## config.mk

```make
export PLATFORM = sky130hd
export DESIGN_NAME = sha256_pad_sched
export DESIGN_NICKNAME = d
export VERILOG_FILES = /design/src/rtl/sha256_pad_sched.sv
export SDC_FILE = /design/constraint.sdc
export NUM_CORES = 1
export LEC_CHECK = 0
export CAP_MARGIN = 10
export CORE_UTILIZATION = 50
export CTS_BUF_LIST = sky130_fd_sc_hd__clkbuf_4 sky130_fd_sc_hd__clkbuf_8
export CTS_CLUSTER_SIZE = 14
export DETAILED_ROUTE_END_ITERATION = 6
export PLACE_DENSITY = 0.82
export SETUP_SLACK_MARGIN = 0.15
export SYNTH_ARGS = -nofsm -noshare
export SYNTH_HDL_FRONTEND = slang
export SYNTH_SLANG_ARGS = --single-unit
```

## constraint.sdc

```tcl
create_clock -name clk -period 3.3 [get_ports clk]
set_input_delay 0.495 -clock clk [delete_from_list [all_inputs] [get_ports clk]]
set_output_delay 0.495 -clock clk [all_outputs]
set_load 0.03 [all_outputs]
```

## src/rtl/sha256_pad_sched.sv

```systemverilog
// SHA-256 front-end: packs a 32-bit big-endian word stream into 512-bit blocks,
// appends the 0x80 marker, zero fill and 64-bit bit-length, and hands each block
// to the compression core over a start/done handshake using one block buffer.
// Optional build macro SHA_SCHED_TIMEOUT_EN enables a core_done watchdog (TIMEOUT_CYC)
// that raises a sticky err and abandons the message; without it err is tied 0.
module sha256_pad_sched #(
    parameter int unsigned TIMEOUT_CYC = 256,
    parameter int unsigned CNT_W       = 61
) (
    input  logic         clk,
    input  logic         rst_n,
    input  logic         in_valid,
    output logic         in_ready,
    input  logic [31:0]  in_data,
    input  logic         in_last,
    input  logic [1:0]   in_bytes,
    output logic [511:0] core_block,
    output logic         core_start,
    output logic         core_init,
    input  logic         core_done,
    output logic         msg_done,
    output logic         busy,
    output logic         err
);

    typedef enum logic [2:0] {StFill, StPad, StIssue, StWait, StDone} state_e;

    state_e         state_q;
    logic [511:0]   blk_q;
    logic [3:0]     idx_q;
    logic [CNT_W-1:0] bytes_q;
    logic           first_q;     // next issued block starts a message
    logic           more_q;      // data words still to come after this block
    logic           final_q;     // block in flight carries the length
    logic           pad80_q;     // 0x80 marker already written
    logic           len_q;       // upper length word written, lower one next
    logic           in_ready_q;
    logic           start_q;
    logic           init_q;
    logic           msg_done_q;
    logic           busy_q;

    logic [2:0]     nb;
    logic [31:0]    fill_word;
    logic [31:0]    pad_word;
    logic [63:0]    bit_len;
    logic [8:0]     wr_lsb;
    logic           accept;

`ifdef SHA_SCHED_TIMEOUT_EN
    localparam int unsigned TmoW = $clog2(TIMEOUT_CYC + 1);
    logic [TmoW-1:0] tmo_q;
    logic            err_q;
`endif

    // Byte count of the incoming word and the word with the 0x80 marker merged in
    always_comb begin
        nb        = (in_last && in_bytes != 2'd0) ? {1'b0, in_bytes} : 3'd4;
        fill_word = in_data;
        case (in_last ? in_bytes : 2'd0)
            2'd1:    fill_word = {in_data[31:24], 8'h80, 16'h0000};
            2'd2:    fill_word = {in_data[31:16], 8'h80, 8'h00};
            2'd3:    fill_word = {in_data[31:8], 8'h80};
            default: fill_word = in_data;
        endcase
        bit_len = 64'(bytes_q) << 3;
        // Word i lives at bits [511-32*i -: 32], i.e. starting at 32*(15-i)
        wr_lsb  = {~idx_q, 5'd0};
        if (!pad80_q) begin
            pad_word = 32'h8000_0000;
        end else if (len_q) begin
            pad_word = bit_len[31:0];
        end else if (idx_q == 4'd14) begin
            pad_word = bit_len[63:32];
        end else begin
            pad_word = 32'h0000_0000;
        end
        accept = in_valid && in_ready_q;
    end

    // Sequencer: fill, pad, issue, wait for core, finish message
    always_ff @(posedge clk or negedge rst_n) begin
        if (!rst_n) begin
            state_q    <= StFill;
            blk_q      <= '0;
            idx_q      <= '0;
            bytes_q    <= '0;
            first_q    <= 1'b1;
            more_q     <= 1'b0;
            final_q    <= 1'b0;
            pad80_q    <= 1'b0;
            len_q      <= 1'b0;
            in_ready_q <= 1'b0;
            start_q    <= 1'b0;
            init_q     <= 1'b0;
            msg_done_q <= 1'b0;
            busy_q     <= 1'b0;
`ifdef SHA_SCHED_TIMEOUT_EN
            tmo_q      <= '0;
            err_q      <= 1'b0;
`endif
        end else begin
            start_q    <= 1'b0;
            init_q     <= 1'b0;
            msg_done_q <= 1'b0;
            unique case (state_q)
                StFill: begin
                    in_ready_q <= 1'b1;
                    if (accept) begin
                        blk_q[wr_lsb +: 32] <= fill_word;
                        idx_q   <= idx_q + 4'd1;
                        bytes_q <= bytes_q + CNT_W'(nb);
                        busy_q  <= 1'b1;
                        pad80_q <= (nb != 3'd4);
                        if (idx_q == 4'd15) begin
                            // Buffer full: issue now, padding follows in a later block
                            state_q    <= StIssue;
                            start_q    <= 1'b1;
                            init_q     <= first_q;
                            more_q     <= !in_last;
                            final_q    <= 1'b0;
                            in_ready_q <= 1'b0;
                        end else if (in_last) begin
                            state_q    <= StPad;
                            more_q     <= 1'b0;
                            in_ready_q <= 1'b0;
                        end
                    end
                end
                StPad: begin
                    blk_q[wr_lsb +: 32] <= pad_word;
                    idx_q   <= idx_q + 4'd1;
                    pad80_q <= 1'b1;
                    if (pad80_q && idx_q == 4'd14) begin
                        len_q <= 1'b1;
                    end
                    if (idx_q == 4'd15) begin
                        // Length fits only if the upper word went in at index 14
                        state_q <= StIssue;
                        start_q <= 1'b1;
                        init_q  <= first_q;
                        final_q <= len_q;
                        len_q   <= 1'b0;
                    end
                end
                StIssue: begin
                    first_q <= 1'b0;
                    state_q <= StWait;
`ifdef SHA_SCHED_TIMEOUT_EN
                    tmo_q   <= '0;
`endif
                end
                StWait: begin
                    if (core_done) begin
                        if (final_q) begin
                            state_q    <= StDone;
                            msg_done_q <= 1'b1;
                            busy_q     <= 1'b0;
                        end else begin
                            blk_q <= '0;
                            idx_q <= '0;
                            if (more_q) begin
                                state_q    <= StFill;
                                in_ready_q <= 1'b1;
                            end else begin
                                state_q <= StPad;
                            end
                        end
`ifdef SHA_SCHED_TIMEOUT_EN
                    end else if (tmo_q == TmoW'(TIMEOUT_CYC - 1)) begin
                        // Core stalled: drop the message and wait for a fresh one
                        err_q      <= 1'b1;
                        state_q    <= StFill;
                        in_ready_q <= 1'b1;
                        first_q    <= 1'b1;
                        busy_q     <= 1'b0;
                        bytes_q    <= '0;
                        idx_q      <= '0;
                        blk_q      <= '0;
                        more_q     <= 1'b0;
                        final_q    <= 1'b0;
                        pad80_q    <= 1'b0;
                    end else begin
                        tmo_q <= tmo_q + 1'b1;
`endif
                    end
                end
                StDone: begin
                    state_q    <= StFill;
                    in_ready_q <= 1'b1;
                    first_q    <= 1'b1;
                    bytes_q    <= '0;
                    idx_q      <= '0;
                    blk_q      <= '0;
                    more_q     <= 1'b0;
                    final_q    <= 1'b0;
                    pad80_q    <= 1'b0;
                end
                default: state_q <= StFill;
            endcase
        end
    end

    assign in_ready   = in_ready_q;
    assign core_block = blk_q;
    assign core_start = start_q;
    assign core_init  = init_q;
    assign msg_done   = msg_done_q;
    assign busy       = busy_q;
`ifdef SHA_SCHED_TIMEOUT_EN
    assign err        = err_q;
`else
    assign err        = 1'b0;
`endif

endmodule

```

## Yosys cells after proc, flatten, opt, wreduce, memory -nomap -nowiden

Cells that the tools add are included.

- Add/subtract/negate cells: 3
- Multipliers: 0
- Divide/modulo/power cells: 0
- Order comparisons: 0
- Equality and inequality tests: 18
- Shift operators: 3
- Multiplexer cells: 59
- Bitwise logic cells: 1
- Reductions and logical operators: 22

Operator list:

| kind | number |
|---|---|
| 512-bit one-hot mux with 4 select lines | 1 |
| 512-bit 2-to-1 mux | 3 |
| 512-bit bitwise mux | 2 |
| 32-bit by 11-bit indexed part select with 512-bit output | 2 |
| 32-bit by 11-bit variable shift with 512-bit output (first input constant) | 1 |
| 61-bit one-hot mux with 2 select lines | 1 |
| 32-bit 2-to-1 mux | 3 |
| 24-bit one-hot mux with 3 select lines | 1 |
| 61-bit by 3-bit adder with 61-bit output | 1 |
| 61-bit 2-to-1 mux | 1 |
| 1-bit 2-to-1 mux | 26 |
| 3-bit 2-to-1 mux | 7 |
| 4-bit AND reduction | 5 |
| 4-bit one-hot mux with 4 select lines | 1 |
| 2-bit != test (second input constant) | 7 |
| 4-bit 2-to-1 mux | 3 |
| 3-bit one-hot mux with 4 select lines | 1 |
| 9-bit negator with 11-bit output | 1 |
| 1-bit one-hot mux with 2 select lines | 5 |
| 2-bit nonzero test | 5 |
| 1-bit one-hot mux with 3 select lines | 3 |
| 4-bit equality test (second input constant) | 2 |
| 3-bit by 2-bit equality test with 1-bit output (second input constant) | 2 |
| 3-bit != test (second input constant) | 2 |
| other kinds (14) | 20 |

- Bits in registers: 590
- Latch bits: 0
- Memory bits (writable): 0
- Memory bits (read-only): 0
- Input bits: 39
- Output and inout bits: 518
- Logic and storage cells: 120
- Memories: 0

## Longest topological paths before layout

- Depth after elaboration: 7
- Gate-level depth with buffers: 10
- Depth with buffers taken out: 8

## Least setup slack after synthesis

OpenSTA, ideal clock, no wires.

- Path type: input to register
- Start point: input in_last
- End point: register bytes_q[52]
- Library setup time: 78 ps
- Data arrival time: 2502 ps
- Required time: 3222 ps
- Path slack: 720 ps
- Stages: 10
- Path buffers: 3
- Cell sequence: buf_2 o21ai_0 clkbuf_1 ha_1 a21oi_1 nor4_2 nand2_1 buf_6 or4_1 a21oi_1

- Word-level cells in the longest chain between the ends: 5

Ends and longest elaborated chain:

| element | line | RTL |
|---|---|---|
| from (decl) | 15 | `input logic in_last,` |
| 1-bit logical AND | 58 | `nb = (in_last && in_bytes != 2'd0) ? {1'b0, in_bytes} : 3'd4;` |
| 3-bit 2-to-1 mux | 58 |  |
| 61-bit by 3-bit adder with 61-bit output | 112 | `bytes_q <= bytes_q + CNT_W'(nb);` |
| 61-bit 2-to-1 mux | 109 | `if (accept) begin` |
| 61-bit one-hot mux with 2 select lines | 106 | `unique case (state_q)` |
| to (signal assigned) | 112 |  |
| to (decl) | 31 | `logic [CNT_W-1:0] bytes_q;` |

No other way between the ends. The select of a mux whose other input is x is not followed.
A chain may end at the register's enable or synchronous reset.

==> metrics.csv <==
metric,value,unit
syn_inst,2430,
vias,24140,
viasPerCell,6.451,
grt-ovfl-total,0,
clk_pin_slew,60,ps
min_path_type,primary input to asynchronous set/reset pin,
dr_wl_met2,45690,µm
ys_seq_area_frac,0.5625,
stdcell_area,0.03508,mm²
path_buf_inv,2,
avgSynthCellArea,10.80,µm²
fin_util,0.6797,
wl_met3,11650,µm
cts_tree,built,
p_sw_frac,0.4326,
async_flop_share,1.000,
finalSetupTns,0,ps
rsz0062_at_grt,false,
p_seq_frac,0.329,
dp_hpwl,70020,µm
io_buffers,555,
globalplace.congestion,1.014,
groute.usage.overall,0.3733,
r2r_slack,290,ps
wl,100600,µm
post-route-period-util,0.9129,
postSynthRegisterBits,590,
end_kind,flip-flop,
drtIter0Drc,2606,
ioPinCount,557,
dpl_cell_area,0.03292,mm²
synth_edf_count,0,
crit_type,flip-flop to flip-flop,
syn_nets,2476,
slew_headroom,0.1107,
coreArea,0.05161,mm²
dieArea,0.05342,mm²
dr.max_layer_used,met5,
fp-row-count,83,
finClkSkew,20.90,ps
critPathSlowestCell,nor4_4,
cell_internal_pwr,0.01764,W
grt_pass1_wl,149300,µm
clk_latency,720,ps
p_switching,0.01345,W
leakage,14.82,nW
tightestPinTransition,1334,ps
synth_warnings,0,
syn_to_final_growth,33.65,%
path_delay_family,simple AND/OR/NAND/NOR gates,
antenna_found_initial,2,
cts_buffer_depth,3,
crit_arrival,3650,ps
diodes,0,
layout.nets,3029,
route.detailed.drc,0,
synth_ff_type,dfrtp_1,
outcome,"finished, final reports clean",
critPathMaxFanout,19,
p_per_area,886.3,mW/mm²
finalHoldViolCount,0,
slowest_delay,740,ps
die_width,231.1,µm
antenna_left,0,
fmax,332.0,MHz
cts_htree_levels,3,
crit_chain,inv_1 > ha_1 > or2_2 > nor4_4 > buf_4 > a22oi_1 > nor2_1 > a31o_2,
cts-root-buf,clkbuf_8,
max_cap_violations,0,
r2r_start,idx_q[0],
worstRegToRegCells,8,
start_util,0.5086,
cts_num_sinks,590,
p_total,0.03110,W
grt_pass1_vias,23590,
drive_gt1_frac,0.2149,
clock_power_share,0.221,
wl_per_cell,26.90,µm
grt_max_degree,109,
cts_buffers,95,
vdd_drop_max,0.5262,mV
num-fill-cells,3806,
period_minus_slack,3013,ps
setup_viol,0,
crit_path_start_kind,flip-flop,
die_y,231.1,µm
synth_cell_types,71,
wl_met1,37210,µm
firstDrtPassIters,7,
drv_slew,0,
p_comb_frac,0.450,
syn_area,0.02625,mm²
cp.required,3940,ps
-- power groups by stage --
stage                     Sequential (W)  Combinational (W)  Clock [W]
after detailed placement          0.0103             0.0138          0
final                             0.0102             0.0140    0.00688
after floorplan                   0.0132            0.00474          0
after global placement            0.0102             0.0135          0
after CTS                         0.0102             0.0138    0.00694
after global routing              0.0104             0.0146    0.00727
-- area by class of cell --
| class | instances | area (µm²) | area share |
|---|---|---|---|
| flip-flops and latches | 590 | 14770 | 0.4209 |
| multi-input cells | 1601 | 10570 | 0.3014 |
| repair buffers | 680 | 6726 | 0.1917 |
| clock buffers | 153 | 1906 | 0.05432 |
| well taps | 680 | 850.8 | 0.02425 |
| clock inverters | 23 | 206.4 | 0.005884 |
| inverters | 15 | 56.30 | 0.001605 |
-- per-layer routing --
layer | track usage | up-vias
met5 | 0 | -
met4 | 0.2132 | 2
met3 | 0.1148 | 338
met2 | 0.5722 | 1545
met1 | 0.4693 | 12070
li1 | - | 10190
-- worst max-delay path by stage --
| stage | from | endpoint | slack [ps] | depth (start not counted) |
|---|---|---|---|---|
| floorplan | in_last | bytes_q[52] | 720 | 10 |
| global placement | in_bytes[0] | bytes_q[8] | 140 | 9 |
| detailed placement | in_bytes[0] | bytes_q[52] | 110 | 10 |
| CTS | idx_q[0] | flip-flop | 300 | 8 |
| global route | idx_q[0] | flip-flop | 180 | 8 |
| finish | idx_q[0] | flip-flop | 290 | 8 |
-- repair_timing --
action                                 4_1_cts  5_1_grt
setup endpoints to repair                    0        3
endpoints found under the hold margin       66        0
gates resized for setup                      0        1
buffers inserted                             0        5
hold buffers                                 1        0
-- placed cells by master, fill, tap and decap left out, types with 20 or more instances in the layout --
cell type and count:
nand4_1 22, a32oi_1 43, buf_4 106, a31o_1 35, o2bb2ai_1 33, a21oi_1 45, o21ai_1 25, nand2_1 37
dfrtp_1 589, clkbuf_4 32, a22oi_1 96, and2_1 20, o21ai_0 170, nor2_1 363, a31o_2 285, clkbuf_8 121
nand3_1 184, a32o_1 29, or3_1 22, clkdlybuf4s50_1 554
-- cell families after synthesis --
| family | share of synthesized area |
|---|---|
| other | 0.0001429 |
| DFF | 0.5625 |
| muxes | 0.001573 |
| AOI/OAI and AO/OA | 0.2303 |
| xor gates and xnor gates | 0.01111 |
| adders and majority gates | 0.003622 |
| and+or+nand+nor | 0.1512 |
| buffers and inverters | 0.03951 |
-- through the flow --
stage / instances / hold WS (ps) / setup slack (ps)
2_1_floorplan: 2430 / 199.4 / 720.2
3_3_place_gp: 3560 / 473.6 / 142.2
3_5_place_dp: 3560 / 474.3 / 106.0
4_1_cts: 3737 / 380.7 / 304.4
5_1_grt: 3742 / 400.6 / 178.2
6_report: 3742 / 372.7 / 287.5
-- synthesized netlist by cell type (all sizes together) (2+ instances only) --
cell type | number | area [µm²]
nor2b | 2 | 12.51
a31oi | 6 | 37.54
a22oi | 106 | 845.8
and2 | 21 | 131.4
and4 | 11 | 100.1
nand3b | 4 | 30.03
o2bb2ai | 33 | 289.0
or4 | 10 | 78.82
nand4 | 40 | 467.9
o22ai | 2 | 12.51
nor3 | 14 | 90.09
nand2b | 6 | 37.54
buf | 87 | 466.7
dfrtp | 589 | 14740
xor2 | 15 | 131.4
or3b | 3 | 26.28
nand3 | 187 | 953.4
a211o | 2 | 17.52
o21a | 3 | 22.52
nand2 | 37 | 138.9
a31o | 320 | 2803
ha | 6 | 75.07
or2 | 3 | 18.77
xnor2 | 14 | 160.1
a21oi | 45 | 225.2
o21ai | 196 | 984.7
inv | 15 | 56.30
or3 | 23 | 145.1
nor2 | 366 | 1376
a32o | 29 | 290.3
o211ai | 3 | 22.52
and3 | 10 | 62.56
o31ai | 7 | 52.55
a21o | 2 | 15.01
clkbuf | 137 | 514.2
nor4 | 19 | 247.7
mux2i | 3 | 30.03
a32oi | 44 | 385.4
Note: power is estimated with default switching activity, not from simulation.
